File: src/rtl/alu_arbiter.sv
// Two-port arbiter that shares one combinational ALU and returns each result
// through a one-entry, owner-tagged output register with valid/ready handshakes.

`timescale 1ns/1ps

`ifndef ALU_OP_WIDTH
`define ALU_OP_WIDTH 4
`endif
`ifndef RISCV_WORD_WIDTH
`define RISCV_WORD_WIDTH 32
`endif
`ifndef ALU_ADD
`define ALU_ADD  4'd0
`define ALU_SUB  4'd1
`define ALU_AND  4'd2
`define ALU_OR   4'd3
`define ALU_XOR  4'd4
`define ALU_SLL  4'd5
`define ALU_SRL  4'd6
`define ALU_SRA  4'd7
`define ALU_SLT  4'd8
`define ALU_SLTU 4'd9
`endif

module alu (
    input  logic [`ALU_OP_WIDTH-1:0]     op_i,
    input  logic [`RISCV_WORD_WIDTH-1:0] a_i,
    input  logic [`RISCV_WORD_WIDTH-1:0] b_i,
    output logic [`RISCV_WORD_WIDTH-1:0] result_o
);
    localparam int XLEN = `RISCV_WORD_WIDTH;
    localparam int SHW  = $clog2(XLEN);

    logic [SHW-1:0] shamt;
    logic           lt_signed;
    logic           lt_unsigned;

    assign shamt       = b_i[SHW-1:0];
    assign lt_signed   = $signed(a_i) < $signed(b_i);
    assign lt_unsigned = a_i < b_i;

    always_comb begin
        // NOTE: default assignment first, so every path drives result_o and no latch is inferred.
        result_o = '0;
        case (op_i)
            `ALU_ADD:  result_o = a_i + b_i;
            `ALU_SUB:  result_o = a_i - b_i;
            `ALU_AND:  result_o = a_i & b_i;
            `ALU_OR:   result_o = a_i | b_i;
            `ALU_XOR:  result_o = a_i ^ b_i;
            `ALU_SLL:  result_o = a_i << shamt;
            `ALU_SRL:  result_o = a_i >> shamt;
            `ALU_SRA:  result_o = $signed(a_i) >>> shamt;
            `ALU_SLT:  result_o = {{(XLEN-1){1'b0}}, lt_signed};
            `ALU_SLTU: result_o = {{(XLEN-1){1'b0}}, lt_unsigned};
            default:   result_o = '0;
        endcase
    end
endmodule

module alu_arbiter #(
    parameter int RR_ENABLE = 1,
    parameter int CNT_WIDTH = 16
) (
    input  logic                         clk_i,
    input  logic                         rst_ni,

    input  logic                         req0_valid_i,
    output logic                         req0_ready_o,
    input  logic [`ALU_OP_WIDTH-1:0]     req0_op_i,
    input  logic [`RISCV_WORD_WIDTH-1:0] req0_a_i,
    input  logic [`RISCV_WORD_WIDTH-1:0] req0_b_i,

    input  logic                         req1_valid_i,
    output logic                         req1_ready_o,
    input  logic [`ALU_OP_WIDTH-1:0]     req1_op_i,
    input  logic [`RISCV_WORD_WIDTH-1:0] req1_a_i,
    input  logic [`RISCV_WORD_WIDTH-1:0] req1_b_i,

    output logic                         rsp0_valid_o,
    input  logic                         rsp0_ready_i,
    output logic [`RISCV_WORD_WIDTH-1:0] rsp0_result_o,

    output logic                         rsp1_valid_o,
    input  logic                         rsp1_ready_i,
    output logic [`RISCV_WORD_WIDTH-1:0] rsp1_result_o,

    output logic                         busy_o,
    output logic [CNT_WIDTH-1:0]         grant_cnt0_o,
    output logic [CNT_WIDTH-1:0]         grant_cnt1_o
);
    localparam int XLEN = `RISCV_WORD_WIDTH;
    localparam int OPW  = `ALU_OP_WIDTH;

    logic                 out_valid_q, out_valid_d;
    logic                 out_owner_q, out_owner_d;
    logic [XLEN-1:0]      out_result_q, out_result_d;
    logic                 prio_q, prio_d;
    logic [CNT_WIDTH-1:0] cnt0_q, cnt0_d;
    logic [CNT_WIDTH-1:0] cnt1_q, cnt1_d;

    logic            rsp_fire;
    logic            can_accept;
    logic            grant;
    logic            accept;
    logic [OPW-1:0]  alu_op;
    logic [XLEN-1:0] alu_a;
    logic [XLEN-1:0] alu_b;
    logic [XLEN-1:0] alu_result;

    // The register frees up in the same cycle its owner drains it.
    assign rsp_fire   = out_valid_q && (out_owner_q ? rsp1_ready_i : rsp0_ready_i);
    assign can_accept = !out_valid_q || rsp_fire;

    always_comb begin
        grant = 1'b0;
        if (req0_valid_i && req1_valid_i) begin
            grant = (RR_ENABLE != 0) ? prio_q : 1'b0;
        end else if (req1_valid_i) begin
            grant = 1'b1;
        end
    end

    assign accept       = can_accept && (req0_valid_i || req1_valid_i) && rst_ni;
    assign req0_ready_o = accept && !grant;
    assign req1_ready_o = accept && grant;

    // Port 0 drives the ALU whenever port 1 is not actually granted.
    always_comb begin
        alu_op = req0_op_i;
        alu_a  = req0_a_i;
        alu_b  = req0_b_i;
        if (accept && grant) begin
            alu_op = req1_op_i;
            alu_a  = req1_a_i;
            alu_b  = req1_b_i;
        end
    end

    alu u_alu (
        .op_i     (alu_op),
        .a_i      (alu_a),
        .b_i      (alu_b),
        .result_o (alu_result)
    );

    always_comb begin
        out_valid_d  = out_valid_q;
        out_owner_d  = out_owner_q;
        out_result_d = out_result_q;
        prio_d       = prio_q;
        cnt0_d       = cnt0_q;
        cnt1_d       = cnt1_q;
        if (accept) begin
            out_valid_d  = 1'b1;
            out_owner_d  = grant;
            out_result_d = alu_result;
            if (RR_ENABLE != 0) begin
                prio_d = ~grant;
            end
            if (!grant && cnt0_q != '1) begin
                cnt0_d = cnt0_q + CNT_WIDTH'(1);
            end
            if (grant && cnt1_q != '1) begin
                cnt1_d = cnt1_q + CNT_WIDTH'(1);
            end
        end else if (rsp_fire) begin
            out_valid_d = 1'b0;
        end
    end

    // NOTE: the result data register is reset too, so both result outputs read zero during reset.
    always_ff @(posedge clk_i or negedge rst_ni) begin
        if (!rst_ni) begin
            out_valid_q  <= 1'b0;
            out_owner_q  <= 1'b0;
            out_result_q <= '0;
            prio_q       <= 1'b0;
            cnt0_q       <= '0;
            cnt1_q       <= '0;
        end else begin
            // NOTE: non-blocking assignments so every flop samples the pre-edge values.
            out_valid_q  <= out_valid_d;
            out_owner_q  <= out_owner_d;
            out_result_q <= out_result_d;
            prio_q       <= prio_d;
            cnt0_q       <= cnt0_d;
            cnt1_q       <= cnt1_d;
        end
    end

    assign rsp0_valid_o  = out_valid_q && !out_owner_q;
    assign rsp1_valid_o  = out_valid_q && out_owner_q;
    assign rsp0_result_o = out_result_q;
    assign rsp1_result_o = out_result_q;
    assign busy_o        = out_valid_q;
    assign grant_cnt0_o  = cnt0_q;
    assign grant_cnt1_o  = cnt1_q;
endmodule

File: config.mk
export PLATFORM = sky130hd
export DESIGN_NAME = alu_arbiter
export DESIGN_NICKNAME = d
export VERILOG_FILES = /design/src/rtl/alu_arbiter.sv
export SDC_FILE = /design/constraint.sdc
export NUM_CORES = 1
export LEC_CHECK = 0
export BUFFER_PORTS_ARGS = -buffer_cell sky130_fd_sc_hd__clkbuf_2
export CAP_MARGIN = 20
export CORE_ASPECT_RATIO = 0.7
export CORE_UTILIZATION = 36
export CTS_BUF_LIST = sky130_fd_sc_hd__clkbuf_4 sky130_fd_sc_hd__clkbuf_8 sky130_fd_sc_hd__clkbuf_16
export DETAILED_ROUTE_END_ITERATION = 10
export HOLD_SLACK_MARGIN = 0.15
export PLACE_DENSITY = 0.59
export SETUP_SLACK_MARGIN = 0.3
export SLEW_MARGIN = 40
export SYNTH_ARGS = -nofsm -noshare
export SYNTH_HDL_FRONTEND = slang
export SYNTH_HIERARCHICAL = 1
export SYNTH_SLANG_ARGS = --single-unit
File: constraint.sdc
create_clock -name clk_i -period 5.9 [get_ports clk_i]
set_clock_uncertainty 0.1 [all_clocks]
set_input_delay 1.18 -clock clk_i [delete_from_list [all_inputs] [get_ports clk_i]]
set_output_delay 1.18 -clock clk_i [all_outputs]
set_load 0.005 [all_outputs]
After elaboration in Yosys (flattened, before gate mapping)
Cells that the tools add are included.
{"block": "word_totals", "out_inout_bits": 101, "word_cells": 58, "ff_bits": 67, "input_bits": 142}
{"block": "op_classes", "eq_ne": 11, "muxes": 9, "magnitude_cmp": 2, "reduce_logical": 19, "n_addsub": 4, "shift": 3, "bitwise_logic": 4}
{"op": "one-hot mux 32 bit (10 select lines)", "count": 1}
{"op": "< comparator 32 bit", "count": 2}
{"op": "2-to-1 mux 32 bit", "count": 2}
{"op": "adder 16 x 1 -> 16 bit, second input constant", "count": 2}
{"op": "adder 32 bit", "count": 1}
{"op": "AND 32 bit", "count": 1}
{"op": "!= test 16 bit, second input constant", "count": 2}
{"op": "bitwise OR 32 bit", "count": 1}
{"op": "left shift 32 x 5 -> 32 bit", "count": 1}
{"op": ">> shifter 32 x 5 -> 32 bit", "count": 1}
{"op": ">>> shifter 32 x 5 -> 32 bit", "count": 1}
{"op": "subtractor 32 bit", "count": 1}
{"op": "XOR 32 bit", "count": 1}
{"op": "equality test 4 x 3 -> 1 bit, second input constant", "count": 4}
{"op": "logical AND 1 bit", "count": 10}
{"op": "equality test 4 x 2 -> 1 bit, second input constant", "count": 2}
{"op": "equality test 4 bit, second input constant", "count": 2}
{"op": "2-to-1 mux 1 bit", "count": 5}
{"op": "equality test 4 x 1 -> 1 bit, second input constant", "count": 1}
{"op": "logical NOT 4 bit", "count": 1}
{"op": "2-to-1 mux 4 bit", "count": 1}
{"op": "AND reduction 2 bit", "count": 2}
{"op": "logical NOT 1 bit", "count": 3}
{"op": "logical OR 1 bit", "count": 2}
{"op": "2 further kinds", "count": 2}

Logic depth before layout (Yosys ltp)
Gate-level depths: netlist (run 1).
{"block": "logic_depth", "depth_word": 9, "mapped_depth": 22, "mapped_depth_nobuf": 16}

By module
Netlist (run 1), hierarchy kept.
{"module": "alu", "area_each_um2": 8440.6, "cells_per_inst": 1260, "n_inst": 1}
{"module": "alu_arbiter", "area_each_um2": 3875.0, "cells_per_inst": 325, "n_inst": 1}

Worst setup path after synthesis (run 1)
OpenSTA, ideal clock, no wires.
{"block": "synth_timing", "path_type": "input to register", "from": "input port rsp1_ready_i", "to": "register out_result_q[21] (netlist: rsp0_result_o[21])", "path_slack_ps": 283, "required_ps": 5675, "arrival_ps": 5393, "cell_stages": 20, "path_cell_list": "mux2i_1 > a221o_1 > buf_4 > buf_6 > mux2_2 > clkbuf_1 > inv_1 > buf_1 > buf_1 > ha_1 > a21o_1 > a21oi_1 > a211o_1 > a21boi_1 > o31a_1 > a221oi_2 > nor2_1 > a21o_1 > a211o_1 > mux2_2"}
{"block": "synth_between", "elab_chain_len": 9, "elab_cells_between_ends": 28, "cone_classes": "2 x add/sub; 9 x eq/ne; 3 x shift; 5 x mux; 3 x bitwise; 6 x reduce/logical"}
{"element": "start: declaration", "line": "85", "rtl": "input logic rsp1_ready_i,"}
{"element": "2-to-1 mux 1 bit (*)", "line": "112", "rtl": "assign rsp_fire = out_valid_q && (out_owner_q ? rsp1_ready_i : rsp0_ready_i);"}
{"element": "logical AND 1 bit (*)", "line": "112"}
{"element": "logical OR 1 bit (*)", "line": "113", "rtl": "assign can_accept = !out_valid_q || rsp_fire;"}
{"element": "logical AND 1 bit (*) (2 in a row)", "line": "124", "rtl": "assign accept = can_accept && (req0_valid_i || req1_valid_i) && rst_ni;"}
{"element": "logical AND 1 bit (*)", "line": "133", "rtl": "if (accept && grant) begin"}
{"element": "2-to-1 mux 32 bit (*)", "line": "133"}
{"element": "net alu_b[3]", "line": "108", "rtl": "logic [XLEN-1:0] alu_b;"}
{"element": "subtractor 32 bit, or another cell as far along", "line": "47", "rtl": "`ALU_SUB: result_o = a_i - b_i;"}
{"element": "one-hot mux 32 bit (10 select lines) (*)", "line": "45", "rtl": "case (op_i)"}
{"element": "net alu_result[21]", "line": "109", "rtl": "logic [XLEN-1:0] alu_result;"}
{"element": "end signal: assignment", "line": "185", "rtl": "out_result_q <= out_result_d;"}
{"element": "end: declaration", "line": "97", "rtl": "logic [XLEN-1:0] out_result_q, out_result_d;"}
Mark *: on every way through the listed nets, which the timed path passes. The rest lies on a longest branch.
A chain may end at the register's enable or synchronous reset.

Worst setup path after layout (run 1)
{"block": "layout_timing", "from": "input port rsp1_ready_i", "to": "register out_result_q[29] (netlist: rsp0_result_o[29])"}
{"block": "layout_between", "elab_chain_len": 9, "elab_cells_between_ends": 28, "cone_classes": "2 x add/sub; 9 x eq/ne; 3 x shift; 5 x mux; 3 x bitwise; 6 x reduce/logical"}
{"element": "2-to-1 mux 1 bit (*)", "line": "112"}
{"element": "logical AND 1 bit (*)", "line": "112"}
{"element": "logical OR 1 bit (*)", "line": "113"}
{"element": "logical AND 1 bit (*) (2 in a row)", "line": "124"}
{"element": "logical AND 1 bit (*)", "line": "133"}
{"element": "2-to-1 mux 32 bit (*)", "line": "133"}
{"element": "net alu_a[3]", "line": "107", "rtl": "logic [XLEN-1:0] alu_a;"}
{"element": "subtractor 32 bit, or another cell as far along", "line": "47"}
{"element": "one-hot mux 32 bit (10 select lines) (*)", "line": "45"}
{"element": "net alu_result[29]", "line": "109"}
Marked as above.

==> results of run 1 <==
==> per-layer routing <==
layer,up-vias,part of all wire (%)
met1,6448,47
met2,723,42
met4,0,1.7
met5,-,0
met3,50,9.2
li1,6138,-
==> sequential cells by signal, summed over array words and instances, names as in the netlist <==
| signal | count |
|---|---|
| busy_o | 1 |
| grant_cnt0_o | 16 |
| grant_cnt1_o | 16 |
| out_owner_q | 1 |
| prio_q | 1 |
| rsp0_result_o | 32 |
==> report_power, final <==
group | internal, W | switching, W
registers | 0.000582 | 0.000147
logic | 0.000907 | 0.00131
clock network | 0.000381 | 0.000209
total | 0.00187 | 0.00167
==> repair_timing <==
item                                    4_1_cts  5_1_grt
buffers inserted                              0        3
endpoints found under the setup margin        0        5
gates resized for setup                       0        1
==> per-stage QoR <==
step | hold WS, ps | std cells | utilization [%]
floorplan | 384 | 1585 | -
global placement | 388 | 2192 | 41.5
detailed placement | 390 | 2194 | 41.6
CTS | 404 | 2210 | 42.6
global route | 423 | 2213 | 42.7
finish | 403 | 2214 | 42.7
==> synthesized netlist by cell type, drive strengths merged (27+ instances only) <==
library cell and number:
nor3 27, xnor2 34, mux2i 40, o21ai 107, buf 92, o211ai 30, mux4 27, clkbuf 52
inv 106, nand3 28, mux2 118, a21oi 142, nor2 167, ha 100, a211oi 28, nand2 120
dfrtp 67
==> area by class of cell <==
class                           instances  area share (%)
Clock buffer                           10            1.67
Inverter                              107            2.80
Tap cell                              435            3.80
Timing Repair Buffer                  321            13.2
Clock inverter                          6           0.620
Antenna cell                            1          0.0175
Sequential cell                        67            11.7
Multi-Input combinational cell       1267            66.2
==> cells by family after synthesis <==
kind of cell             Yosys count  synth area share, %
AO/OA/AOI/OAI                    493                 27.5
AND/OR/NAND/NOR                  438                 16.2
adder cells (fa/ha/maj)          102                 10.5
buffers and inverters            251                 9.59
multiplexers                     185                 19.1
flip-flops                        67                 13.6
XOR/XNOR                          49                 3.48
==> worst register-to-register path, delay by kind of cell, from the launching register on <==
family | cells | cell delay, ps
compound gates | 8 | 2140
mux | 4 | 1300
buf+inv | 3 | 430
flops | 1 | 430
fa+ha+maj | 1 | 290
simple gates | 1 | 100
==> how the worst min path moves through the flow <==
stage | to | depth (start not counted) | slack [ps]
2_1_floorplan | grant_cnt0_o[11] | 1 | 380
3_3_place_gp | grant_cnt0_o[11] | 1 | 390
3_5_place_dp | grant_cnt0_o[11] | 1 | 390
4_1_cts | grant_cnt0_o[11] | 1 | 400
5_1_grt | grant_cnt1_o[6] | 1 | 420
6_report | grant_cnt0_o[11] | 1 | 400
==> out/results.ini, run 1 <==
[sta]
timing.final.hold_violations=0
final.setup.tns_ps=0
setup_viol=0
finalWorstSetupSlack_ps=582
tightest_slew_ps=913
finalCritPeriodShare_pct=90.1
grt_setup_unrepaired=no
finalMaxSlewViolations=0
fmaxAchievable_mhz=188
slew_headroom_pct=38.9
finalWorstPathRequiredPeriod_ps=5320

[hold_path]
hold_path.class=flip-flop to flip-flop
hold_path.startpoint=grant_cnt0_o[11]

[logic_synthesis]
yosys_warnings=6
syn-cell-area_mm2=0.0123
synth_top_flop_cell=sky130_fd_sc_hd__dfrtp_1
synth-seq-cells=67
asyncSetResetFlopFracSynth_pct=100
synth_edf_count=0
synth.avg_cell_area_um2=7.77
ys_types=99
post_synth_inst_count=1585
synth_top_area_cell=sky130_fd_sc_hd__dfrtp_1
post_synthesis_net_count=1829
post-synth-top-area-fraction_pct=13.6
yosys-top-cells-area=sky130_fd_sc_hd__dfrtp_1 14%, sky130_fd_sc_hd__mux2_2 11%, sky130_fd_sc_hd__ha_1 10%, sky130_fd_sc_hd__a21oi_1 5.5%, sky130_fd_sc_hd__nor2_1 5.1%
yosysSeqAreaShare_pct=13.6

[clocking]
ctsLongestPathBuffers=2
holdBufCountCts=0
path_clk_slew_ps=60
tritoncts=yes
clock-root-buffer=sky130_fd_sc_hd__clkbuf_16
tritoncts.num_buffers=9
cts_max_level=3
insertion_delay_of_the_later_clocked_pin_in_the_worst_skew_pair_ps=330
clock-sinks=67

[setup_path]
reg2reg_slack_ps=1010
timing.critical_path.arrival_ps=5440
sort_of_element_at_the_end_of_the_critical_path=flip-flop
path_buf_inv=4
critical_path.top_delay_family=compound AO/OA/AOI/OAI gates
r2r_end=rsp0_result_o[29]
cpPeakStageDelay_ps=510
critical_path_class=input port to flip-flop
cp.depth=18
cp.required_ps=6020
crit_path_max_fanout=9
regToRegStartpoint=out_owner_q
crit_path_start=rsp1_ready_i
worst_setup_path_endpoint=rsp0_result_o[29]
critical_path.slowest_cell=sky130_fd_sc_hd__a221oi_2
cp-start-kind=input port
worstRegToRegCells=17
crit_top_cell=sky130_fd_sc_hd__mux2_2
path_cells=clkbuf_2 -> mux2i_2 -> a221o_4 -> buf_12 -> buf_4 -> mux2_2 -> inv_1 -> ha_1 -> a21o_1 -> a21oi_1 -> a211o_1 -> a21boi_1 -> o31a_1 -> a221oi_2 -> o22a_1 -> mux2i_1 -> nand4_1 -> mux2_2

[floorplan]
dieHeight_um=157
chipWidth_um=223
design.portCount=243
design.core.area_mm2=0.0336
row_count=56
design.die.area_mm2=0.0350
initial_core_util_pct=36.7

[finish]
mostFrequentLayoutCells=241 x sky130_fd_sc_hd__clkbuf_2, 166 x sky130_fd_sc_hd__nor2_1, 135 x sky130_fd_sc_hd__a21oi_1
mostFrequentLayoutCell=sky130_fd_sc_hd__clkbuf_2
area_used_by_multi_input_combinational_logic_mm2=0.00949
nets=2017
post_route_cell_area_mm2=0.0143
flow.area_growth_from_synthesis_pct=16.4
fillers=3478
layout-drive-gt1-share_pct=29.5
final-seq-area_mm2=0.00168

[run_status]
status=complete, no violations

[place]
place.port_buffers=242
detailedPlacementHpwl_mm=42.4
gp_congestion=1.02
detailedPlace.worstSlack_ps=115
placed_area_mm2=0.0140

[grt]
global_route.peak_usage_layer=met1
grt.met2_usage_pct=44.2
largest_net_degree_at_the_start_of_global_routing=70
globalRouteMet3Util_pct=5.35
gr-usage-all-layers_pct=29.9
vias_in_the_first_global_route=12300
grt.met1_usage_pct=44.9
number_of_antenna_violations_at_the_first_check_in_global_routing=1
globalRouteOverflowTotal=0
grt_first_pass_wirelength_mm=79.3

[pwr]
max-vdd-ir-drop_v=0.000153
report.power.total_w=0.00354
powerDensity_mw_per_mm2=247
leakagePower_nw=6.62

[flow_run]
number_of_violations_of_the_max_capacitance_limit=0

[routing]
drt_wirelength_mm=53.0
routed_wire_length_per_instance_um=24.0
post_drt_via_cell_ratio=6.03
drt-pass1-iter-count=6
drc_errors=0
dr_total_vias=13400
drt_iter0_drc=1605
remaining_antenna_violation_count=0

Note: power is estimated with default switching activity, not from simulation.
==> run 2, diff against run 1 <==
CORE_MARGIN = 5   (was default)
PLACE_DENSITY = default   (was 0.59)
==> run 2 against run 1 <==
Wire length decreased by 0.43%. Sequential power decreased by 1%. First-iteration DRC count increased by 21%. Largest power group unchanged. Highest routed layer unchanged.
==> out/results.ini, run 2 (synthesis gave the netlist of run 1 again) <==
[finish]
post_route_cell_area_mm2=0.0142  ; -0.88%
largest_reg_flops=32  ; unchanged
final_core_utilization_pct=42.2  ; -0.46 points
mostFrequentLayoutCells=241 x sky130_fd_sc_hd__clkbuf_2, 166 x sky130_fd_sc_hd__nor2_1, 135 x sky130_fd_sc_hd__a21oi_1
mostFrequentLayoutCell=sky130_fd_sc_hd__clkbuf_2
fillers=3491  ; +0.37%
fin_cells=2198  ; -0.72%
layout-drive-gt1-share_pct=28.8  ; -0.70 points
nets=2001  ; -0.79%
flow.area_growth_from_synthesis_pct=15.3

[floorplan]
row_count=56  ; unchanged
design.core.area_mm2=0.0336  ; +0.21%
design.die.area_mm2=0.0381  ; +8.9%
chipWidth_um=231  ; +3.6%
initial_core_util_pct=36.6  ; -0.076 points
dieHeight_um=165  ; +5.1%
design.portCount=243  ; unchanged

[clocking]
holdBufCountCts=0  ; unchanged
post-cts-setup-buffers=0  ; unchanged
insertion_delay_of_the_later_clocked_pin_in_the_worst_skew_pair_ps=340  ; about the same
tritoncts=yes
path_clk_slew_ps=60  ; about the same
ctsLongestPathBuffers=2  ; unchanged
tritoncts.num_buffers=9  ; unchanged
cts_resized=0  ; unchanged
clock-sinks=67  ; unchanged
clock-root-buffer=sky130_fd_sc_hd__clkbuf_16
cts_max_level=3  ; unchanged

[place]
detailedPlace.worstSlack_ps=157  ; +42.3 ps
place.port_buffers=242  ; unchanged
post-place-cells=2181  ; -0.59%
placed_area_mm2=0.0139  ; -0.79%
gp_congestion=1.07  ; +4.8%
detailedPlacementHpwl_mm=42.4  ; about the same

[setup_path]
path_buf_inv=4  ; unchanged
timing.critical_path.arrival_ps=5600  ; +160 ps
sort_of_element_at_the_end_of_the_critical_path=flip-flop
crit_top_cell=sky130_fd_sc_hd__mux2_2
crit_path_max_fanout=22  ; +13
critical_path.top_delay_family=multiplexers
regToRegStartpoint=out_owner_q
cp.depth=16  ; -2
critical_path_class=input port to flip-flop
cp.required_ps=6080  ; +60 ps
r2r_end=rsp0_result_o[31]
worstRegToRegCells=15  ; -2
reg2reg_slack_ps=910  ; -100 ps
cpPeakStageDelay_ps=480  ; -30 ps
cp-start-kind=input port
critical_path.slowest_cell=sky130_fd_sc_hd__mux2_2
path_cells=clkbuf_2 -> mux2i_1 -> a221o_4 -> buf_4 -> buf_4 -> mux2_2 -> inv_1 -> ha_1 -> nor4_1 -> nand2_1 -> o2111ai_1 -> a31oi_2 -> nor4_1 -> mux2_2 -> o311ai_1 -> mux2_2

[sta]
finalMaxSlewViolations=0  ; unchanged
finalWorstSetupSlack_ps=484  ; -98.7 ps
setup_viol=0  ; unchanged
finalWorstPathRequiredPeriod_ps=5420  ; +98.7 ps
final.setup.tns_ps=0  ; unchanged
finalCritPeriodShare_pct=91.8  ; +1.7 points
tightest_slew_ps=924  ; +11.0 ps
slew_headroom_pct=37.8  ; -1.2 points
timing.final.hold_violations=0  ; unchanged
fmaxAchievable_mhz=185  ; -1.8%
grt_setup_unrepaired=no

[routing]
drc_errors=0  ; unchanged
drt_iter0_drc=1947  ; +21%
routed_wire_length_per_instance_um=24.0  ; +0.29%
drt-pass1-iter-count=6  ; unchanged
remaining_antenna_violation_count=0  ; unchanged
dr_total_vias=13200  ; -0.89%
post_drt_via_cell_ratio=6.02  ; -0.17%
drt_wirelength_mm=52.8  ; -0.43%

[hold_path]
hold_path.startpoint=grant_cnt1_o[6]
min_path_cells=1  ; unchanged
hold_path.class=flip-flop to flip-flop
min_delay_worst_endpoint=grant_cnt1_o[6]

[grt]
grt_first_pass_wirelength_mm=78.1  ; -1.5%
number_of_antenna_violations_at_the_first_check_in_global_routing=0  ; -1
gr-usage-all-layers_pct=26.7  ; -3.2 points
globalRouteOverflowTotal=0  ; unchanged
largest_net_degree_at_the_start_of_global_routing=89  ; +27%
vias_in_the_first_global_route=12500  ; +1.6%

[pwr]
leakagePower_nw=6.55  ; -1.1%
powerDensity_mw_per_mm2=250  ; +1.4%
max-vdd-ir-drop_v=0.000124  ; -19%

[flow_run]
number_of_violations_of_the_max_capacitance_limit=0  ; unchanged

[run_status]
status=complete, no violations

run 2: cell count changes in the layout (fill, tap and decap cells not counted):
| cell | delta |
|---|---|
| sky130_fd_sc_hd__clkinv_2 | -1 |
| sky130_fd_sc_hd__mux2i_2 | -1 |
| sky130_fd_sc_hd__clkinv_4 | +2 |
| sky130_fd_sc_hd__clkbuf_8 | -1 |
| sky130_fd_sc_hd__bufinv_16 | +1 |
| sky130_fd_sc_hd__clkinvlp_4 | -2 |
| sky130_fd_sc_hd__buf_4 | -14 |
| sky130_fd_sc_hd__mux2i_1 | +1 |
| sky130_fd_sc_hd__buf_12 | -2 |
| sky130_fd_sc_hd__inv_6 | +1 |
run 2: how the worst max path moves through the flow:
stage,startpoint,endpoint,slack [ps]
2_1_floorplan,rsp1_ready_i,rsp0_result_o[22],360
3_3_place_gp,rsp1_ready_i,rsp0_result_o[26],320
3_5_place_dp,rsp1_ready_i,rsp0_result_o[31],160
4_1_cts,rsp1_ready_i,rsp0_result_o[31],530
5_1_grt,rsp1_ready_i,rsp0_result_o[31],320
6_report,rsp1_ready_i,rsp0_result_o[31],480
run 2: final cells by class:
cell class / count / area, µm² / share of cell area, %
antenna: 1 / 2.50 / 0.0176
clock buffer: 9 / 225 / 1.59
clock inverter: 7 / 125 / 0.881
inverter: 107 / 402 / 2.83
multi-input combinational: 1267 / 9490 / 66.8
sequential: 67 / 1680 / 11.8
tap: 435 / 544 / 3.83
timing repair buffer: 305 / 1740 / 12.3
run 2: worst register-to-register path, stage by stage (launching register included):
cell and delay, ps:
sky130_fd_sc_hd__dfrtp_1 410, sky130_fd_sc_hd__mux2i_1 310, sky130_fd_sc_hd__a221o_4 390, sky130_fd_sc_hd__buf_4 350, sky130_fd_sc_hd__buf_4 350, sky130_fd_sc_hd__mux2_2 490, sky130_fd_sc_hd__inv_1 160, sky130_fd_sc_hd__ha_1 360
sky130_fd_sc_hd__nor4_1 450, sky130_fd_sc_hd__nand2_1 170, sky130_fd_sc_hd__o2111ai_1 240, sky130_fd_sc_hd__a31oi_2 110, sky130_fd_sc_hd__nor4_1 340, sky130_fd_sc_hd__mux2_2 370, sky130_fd_sc_hd__o311ai_1 110, sky130_fd_sc_hd__mux2_2 220
run 2: through the flow:
step / total power, W / hold WS (ps)
finish: 0.00356 / 405
global route: 0.00379 / 409
CTS: 0.00354 / 398
detailed placement: 0.00288 / 387
global placement: 0.00288 / 383
floorplan: 0.00216 / 384
run 2: power by group:
| group | switching [W] | internal (W) |
|---|---|---|
| Combinational | 0.00131 | 0.000890 |
| Sequential | 0.000138 | 0.000582 |
| Clock | 0.000224 | 0.000416 |
| Total | 0.00167 | 0.00189 |
run 2: per-layer routing:
layer	vias to the layer above	global-route usage, %	share of wire, %
met5	-	0	0
met4	0	7.32	2.8
met3	76	6.68	9.6
met2	682	39.1	42
met1	6388	39.0	45
li1	6094	-	-
